**src/rtl/lcd_write_sched.sv**
```systemverilog
// lcd_write_sched: round-robin owner of the shared HD44780 command port.
// Optional LCD_SCHED_ADDR_SKIP_EN drops the address command on contiguous writes.
module lcd_write_sched #(
  parameter int N_REQ       = 2,
  parameter int TIMEOUT_CYC = 5_000_000
) (
  input  logic               clk,
  input  logic               reset,
  input  logic [N_REQ-1:0]   req_valid,
  output logic [N_REQ-1:0]   req_ready,
  input  logic [8*N_REQ-1:0] req_char,
  input  logic [7*N_REQ-1:0] req_addr,
  input  logic [N_REQ-1:0]   req_last,
  output logic               lcd_valid,
  input  logic               lcd_ready,
  output logic               lcd_rs,
  output logic [7:0]         lcd_data,
  output logic [N_REQ-1:0]   grant,
  output logic               timeout_err
);
  localparam int PW = $clog2(N_REQ);
  localparam int TW = (TIMEOUT_CYC > 2) ? $clog2(TIMEOUT_CYC) : 1;
  localparam logic [TW-1:0] T_END = TW'(TIMEOUT_CYC - 1);

  typedef enum logic [1:0] {IDLE, LOCK, ADDR, CHAR} state_t;

  state_t        state, nxt;
  logic [PW-1:0] rr_ptr, win, hi, lo;
  logic          hi_ok;
  logic [TW-1:0] timer;
  logic          tmo, skip_win, skip_own;
  logic [N_REQ-1:0] own_oh;
  logic [6:0]    own_addr;
  logic [7:0]    own_char;
  logic [6:0]    addr_a [N_REQ];
  logic [7:0]    char_a [N_REQ];

  for (genvar i = 0; i < N_REQ; i++) begin : g_sl
    assign addr_a[i] = req_addr[7*i +: 7];
    assign char_a[i] = req_char[8*i +: 8];
  end

  // rr_ptr doubles as the owner index while a grant is held
  assign own_oh   = N_REQ'(1) << rr_ptr;
  assign own_addr = addr_a[rr_ptr];
  assign own_char = char_a[rr_ptr];
  assign tmo      = (state == LOCK) && (timer == T_END);

  always_comb begin
    hi    = '0;
    lo    = '0;
    hi_ok = 1'b0;
    for (int i = N_REQ - 1; i >= 0; i--) begin
      if (req_valid[i]) lo = PW'(i);
      if (req_valid[i] && (PW'(i) > rr_ptr)) begin
        hi_ok = 1'b1;
        hi    = PW'(i);
      end
    end
    win = hi_ok ? hi : lo;
  end

`ifdef LCD_SCHED_ADDR_SKIP_EN
  logic [6:0] cursor;
  logic       cursor_ok;

  assign skip_win = cursor_ok && (addr_a[win] == cursor);
  assign skip_own = cursor_ok && (own_addr == cursor);

  always_ff @(posedge clk or posedge reset) begin
    if (reset) begin
      cursor    <= '0;
      cursor_ok <= 1'b0;
    end else if (state == ADDR && lcd_ready) begin
      cursor    <= own_addr;
      cursor_ok <= 1'b1;
    end else if (state == CHAR && lcd_ready) begin
      cursor    <= cursor + 7'd1;
    end else if (tmo) begin
      cursor_ok <= 1'b0;
    end
  end
`else
  assign skip_win = 1'b0;
  assign skip_own = 1'b0;
`endif

  always_ff @(posedge clk or posedge reset) begin
    if (reset) begin
      state  <= IDLE;
      rr_ptr <= PW'(N_REQ - 1);
      timer  <= '0;
    end else begin
      state <= nxt;
      if (state == IDLE && |req_valid) rr_ptr <= win;
      if (state == LOCK && nxt == LOCK) timer <= timer + TW'(1);
      else timer <= '0;
    end
  end

  always_comb begin
    nxt = state;
    unique case (state)
      IDLE: if (|req_valid) nxt = skip_win ? CHAR : ADDR;
      ADDR: if (lcd_ready) nxt = CHAR;
      CHAR: if (lcd_ready) nxt = req_last[rr_ptr] ? IDLE : LOCK;
      LOCK: begin
        // timeout wins over a beat arriving in the same cycle
        if (tmo) nxt = IDLE;
        else if (req_valid[rr_ptr]) nxt = skip_own ? CHAR : ADDR;
      end
      default: nxt = IDLE;
    endcase
  end

  always_comb begin
    lcd_valid   = 1'b0;
    lcd_rs      = 1'b0;
    lcd_data    = '0;
    req_ready   = '0;
    grant       = '0;
    timeout_err = 1'b0;
    unique case (state)
      ADDR: begin
        lcd_valid = 1'b1;
        lcd_data  = {1'b1, own_addr};
        grant     = own_oh;
      end
      CHAR: begin
        lcd_valid = 1'b1;
        lcd_rs    = 1'b1;
        lcd_data  = own_char;
        grant     = own_oh;
        if (lcd_ready) req_ready = own_oh;
      end
      LOCK: begin
        grant       = own_oh;
        timeout_err = tmo;
      end
      default: ;
    endcase
  end
endmodule

```
**config.mk**
```make
export PLATFORM = sky130hd
export DESIGN_NAME = lcd_write_sched
export DESIGN_NICKNAME = d
export VERILOG_FILES = /design/src/rtl/lcd_write_sched.sv
export SDC_FILE = /design/constraint.sdc
export NUM_CORES = 1
export LEC_CHECK = 0
export BUFFER_PORTS_ARGS = -buffer_cell sky130_fd_sc_hd__buf_2
export CAP_MARGIN = 20
export CORE_ASPECT_RATIO = 1.4
export CORE_UTILIZATION = 40
export CTS_CLUSTER_DIAMETER = 120
export DETAILED_ROUTE_END_ITERATION = 10
export GPL_TIMING_DRIVEN = 0
export PLACE_DENSITY = 0.71
export SLEW_MARGIN = 10
export SYNTH_ARGS = -nofsm -noshare
export SYNTH_HDL_FRONTEND = slang
export SYNTH_SLANG_ARGS = --single-unit
```
**constraint.sdc**
```tcl
create_clock -name clk -period 1.9 [get_ports clk]
set_clock_uncertainty 0.1 [all_clocks]
set_input_delay 0.19 -clock clk [delete_from_list [all_inputs] [get_ports clk]]
set_output_delay 0.19 -clock clk [all_outputs]
set_load 0.01 [all_outputs]
```
### Yosys cells after proc, flatten, opt, wreduce, memory -nomap -nowiden

Index checks and enable logic that the tools add are counted.

| word-level totals | value |
|---|---|
| register bits | 26 |
| bits of input ports | 37 |
| output and inout bits | 15 |
| word-level logic and storage cells | 55 |

| cells by class | value |
|---|---|
| add/sub/neg operators | 1 |
| $lt $le $gt $ge | 4 |
| equal/unequal tests | 5 |
| shift-type cells | 1 |
| mux-type cells | 31 |
| bitwise operators | 1 |
| reduce and logical (&&, ||, !) cells | 9 |

Operators with widths:

| cell | count |
|---|---|
| two-way mux 8 bit | 3 |
| adder 23 x 1 -> 23 bit (second input constant) | 1 |
| equality test 23 bit (second input constant) | 1 |
| two-way mux 23 bit | 1 |
| two-way mux 7 bit | 3 |
| two-way mux 2 bit | 8 |
| case mux 8 bit (2 select lines) | 1 |
| two-way mux 1 bit | 14 |
| case mux 2 bit (4 select lines) | 1 |
| logical AND 1 bit | 5 |
| equality test 2 x 1 -> 1 bit (second input constant) | 2 |
| equality test 2 bit (second input constant) | 2 |
| OR reduction 2 bit | 2 |
| OR reduction 3 bit | 1 |
| greater-or-equal comparator 2 bit (second input constant) | 1 |
| greater-than comparator 1 bit (first input constant) | 2 |
| logical NOT 2 bit | 1 |
| less-than comparator 1 x 2 -> 1 bit (second input constant) | 1 |
| inverter 1 -> 2 bit | 1 |
| left shift 1 x 1 -> 2 bit (first input constant) | 1 |

### Longest topological paths before layout

| depth | value |
|---|---|
| depth in word-level cells | 8 |
| mapped depth | 6 |
| gate-level depth less buffers | 5 |

### Least setup slack after synthesis

Ideal clock, no wire load.

| timing | value |
|---|---|
| path type | reg2out |
| start point | register rr_ptr |
| end point | output lcd_data[2] |
| data arrival time | 1.749 ns |
| required time | 1.610 ns |
| path slack | -0.139 ns |
| cell stages (with the launch flop) | 5 |
| path buffers | 2 |
| cells stage by stage | dfstp_2 > buf_2 > clkbuf_1 > mux4_2 > and2_1 |

| on the way | value |
|---|---|
| cells in the longest elaborated chain, start to end | 5 |
| elaborated cells between the ends (all ways) | 8 |
| those cells by class | mux (7); bitwise (1) |

RTL lines:

| element | line | source |
|---|---|---|
| from (decl) | 28 | `logic [PW-1:0] rr_ptr, win, hi, lo;` |
| from (signal assigned) | 91 | `rr_ptr <= PW'(N_REQ - 1);` |
| from (signal assigned) | 95 | `if (state == IDLE && \|req_valid) rr_ptr <= win;` |
| inverter 1 -> 2 bit (not written as such) * | 45, 46 |  |
| two-way mux 8 bit (not written as such) or two-way mux 7 bit (tied branches) (3 in a row) | 46, 45 |  |
| case mux 8 bit (2 select lines) * | 123 | `unique case (state)` |
| to (decl) | 17 | `output logic [7:0] lcd_data,` |

Every way passes the cells marked *; elsewhere a longest branch is shown, timed or not. The select of a mux whose other input is x is not followed.

### Worst setup path after layout

| timing | value |
|---|---|
| start point | register timer[16] |
| end point | output timeout_err |

| on the way | value |
|---|---|
| cells in the longest elaborated chain, start to end | 3 |

RTL lines:

| element | line | source |
|---|---|---|
| from (decl) | 30 | `logic [TW-1:0] timer;` |
| from (signal assigned) | 96 | `if (state == LOCK && nxt == LOCK) timer <= timer + TW'(1);` |
| equality test 23 bit | 47 | `assign tmo = (state == LOCK) && (timer == T_END);` |
| logical AND 1 bit | 47 |  |
| two-way mux 1 bit | 123 |  |
| to (decl) | 19 | `output logic timeout_err` |

No other way between the ends.

==> impl_metrics.csv <==
group,metric,value,unit
clocking,cts_max_path_buffers,2,
power,power.density,915,mW/mm^2
finish,nets,282,
finish,final_cell_mix,"50 x buf_2, 22 x nor2_1, 22 x dfrtp_1",
synthesis,postSynthNetCount,210,
finish,nFillCells,329,
flow_run,maxCapViolations,0,
critical_path,crit_fanout,2,
synthesis,async_flop_share,100,%
routing,postRouteAntennaNets,0,
synthesis,synth_warnings,0,
synthesis,syn_area_per_cell,9.40,sq um
sta,rsz0062_at_grt,"yes",
synthesis,synth_ff_type,"dfrtp_1",
finish,diodes,0,
synthesis,synth_top_area_share,38.7,%
global_route,grt_max_degree,27,
synthesis,seq_area_frac_synth,40.3,%
global_route,grt_pass1_wl,6140,um
finish,drive_gt1_share,41.6,%
clocking,cts_root_buf,"clkbuf_8",
sta,fmaxAchievable,0.462,GHz
power,p_leak,0.950,nW
synthesis,synth_edf_count,0,
routing,routedWlPerCell,14.5,um
synthesis,yosysUniqueCellTypes,38,
floorplan,die-area,0.00430,sq mm
synthesis,postSynthCellCount,172,
sta,hold_violations,0,
synthesis,ys_seq_elements,26,
clocking,cts_tree,"done",
critical_path,max_stage_delay,0.49,ns
synthesis,synth_area_leader_cell,"dfrtp_1",
sta,tns,-5.00,ns
sta,slew_viol_final,0,
critical_path,cp-start-kind,"flop",
critical_path,worst-setup-path-type,"reg -> out",
floorplan,ios,52,
floorplan,rows,27,
critical_path,critPathCaptureType,"output pin",
sta,worst_pin_slew,0.430,ns
routing,first_iter_violations,47,
clocking,htreeDepth,1,
placed_design,place_hpwl,2770,um
critical_path,cp_slowest_cell,"or4_4",
outcome,violations,"setup timing",
routing,drc,0,
floorplan,core,0.00388,sq mm
synthesis,mappedNetlistArea,0.00162,sq mm
global_route,overflow,0,
critical_path,worstPathRequired,1.61,ns
global_route,antenna_found_initial,0,
power,ir_worst_vdd,0.000808,V
routing,drtPass1Iterations,4,
clocking,path_clk_slew,0.08,ns
critical_path,cp_common_cell,"or2_4",
sta,worst_slew_margin_rel,71.3,%
clocking,cts_sinks,26,
critical_path,arrival,1.88,ns
clocking,clk_latency,0.27,ns
outcome,status,"complete, but fails checks",
finish,mostFrequentLayoutCell,"buf_2",
routing,via_per_inst,5.52,
critical_path,crit_chain,"or2_4 -> or4_4 -> or2_4 -> nor2_2 -> buf_2",
critical_path,crit_family,"simple AND/OR/NAND/NOR gates",
floorplan,die_w,55.7,um
finish,area_delta_synth_final,38.6,%
worst_hold_path,worst_hold_path_type,"in -> reg",
global_route,grt_pass1_vias,1420,
power,total_power,2.05,mW
global_route,track_usage,18.3,%
finish,regArea,656,sq um
critical_path,worstPathBufferInverterCount,1,
floorplan,die_y,77.2,um
placed_design,io_buffers,51,
routing,vias,1579,
sta,fin_ws,-0.267,ns
clocking,cts_made_buffers,3,
placed_design,gp_congestion,0.818,
floorplan,start_util,41.6,%
routing,wl,4160,um
sta,fin_crit_sh,114,%
sta,fin_crit,2.17,ns
finish,multi_input_area,957,sq um
sta,setup_viol,33,
synthesis,synthTopCellsByArea,"dfrtp_1 39%, mux4_2 9.8%, xnor2_1 7.0%",
==> state kept, by name, indices dropped and copies added (netlist names) <==
signal and count:
timer 23, state 2, rr_ptr 1
==> per-layer routing <==
layer / wire (um) / track usage, % / up-vias
met5: 0 / 0 / -
met4: 151 / 9.00 / 0
met3: 167 / 2.02 / 16
met2: 2300 / 33.7 / 60
met1: 1540 / 20.4 / 745
li1: - / - / 758
==> report_power, final <==
part           switching, mW  internal (mW)  total, mW
logic                  0.476          0.602       1.08
registers             0.0504          0.601      0.651
clock network          0.172          0.150      0.322
total                  0.698           1.35       2.05
==> final timing paths <==
| kind | slack (ns) | to | from | cells after the start |
|---|---|---|---|---|
| max in group asynchronous | 0.95 | timer[10]$_DFF_PP0_ | reset | 4 |
| hold reg to reg | 0.46 | timer[22]$_DFF_PP0_ | timer[22]$_DFF_PP0_ | 2 |
| hold / removal | 0.11 | rr_ptr$_DFFE_PP1P_ | req_valid[1] | 3 |
| min in group asynchronous | 0.33 | timer[16]$_DFF_PP0_ | reset | 3 |
| setup / recovery | -0.27 | timeout_err | timer[16]$_DFF_PP0_ | 5 |
| setup reg to reg | -0.22 | state[1]$_DFF_PP0_ | timer[16]$_DFF_PP0_ | 6 |
==> Yosys cell counts, types with 5 or more instances <==
library cell  number
nand3_1            9
or3_1              7
mux4_2             7
buf_2              6
xnor2_1           13
o21ai_0            7
and2_1             8
nor2_1            23
inv_1              5
a21oi_1            7
nor3_1             5
nand2_1            8
dfrtp_1           25
==> tightest hold or removal path, cell delays in order <==
cell and delay [ns]:
buf_2 0.11, a21oi_1 0.13, a31oi_1 0.05
==> stage by stage <==
stage	hold slack (ns)	instance area (sq um)	cells	util [%]	setup slack, ns
finish	0.111	2240	286	57.7	-0.267
global route	0.105	2240	286	57.7	-0.343
CTS	0.0708	2080	277	53.6	-0.301
detailed placement	0.282	1950	266	50.2	-0.335
global placement	0.284	1950	266	50.2	-0.313
floorplan	0.129	1640	172	-	-0.0256
==> layout make-up <==
type,instances,area share (%)
repair buffers,69,20.5
multi-input cells,131,42.7
flip-flops and latches,26,29.3
plain buffers,8,2.29
clock buffers,4,2.01
inverters,5,0.838
well taps,43,2.40
==> timing repair <==
item / CTS / global route
setup endpoints to repair: 36 / 37
gates resized for setup: 9 / 23
hold endpoints to repair: 1 / 5
hold buffers: 1 / 1
pin swaps: 4 / 7
buffers inserted: 7 / 8
==> cell families (layout without fill, tap and decap cells) <==
group	after synthesis	count (layout)	synth area share [%]
AND/OR/NAND/NOR	86	86	28.7
flip-flops	26	26	40.3
AO/OA/AOI/OAI	21	21	7.66
buffers and inverters	15	86	3.95
XOR/XNOR	14	14	7.59
multiplexers	9	9	11.0
adder cells (fa/ha/maj)	1	1	0.774
Power figures use the tool's default switching activity.
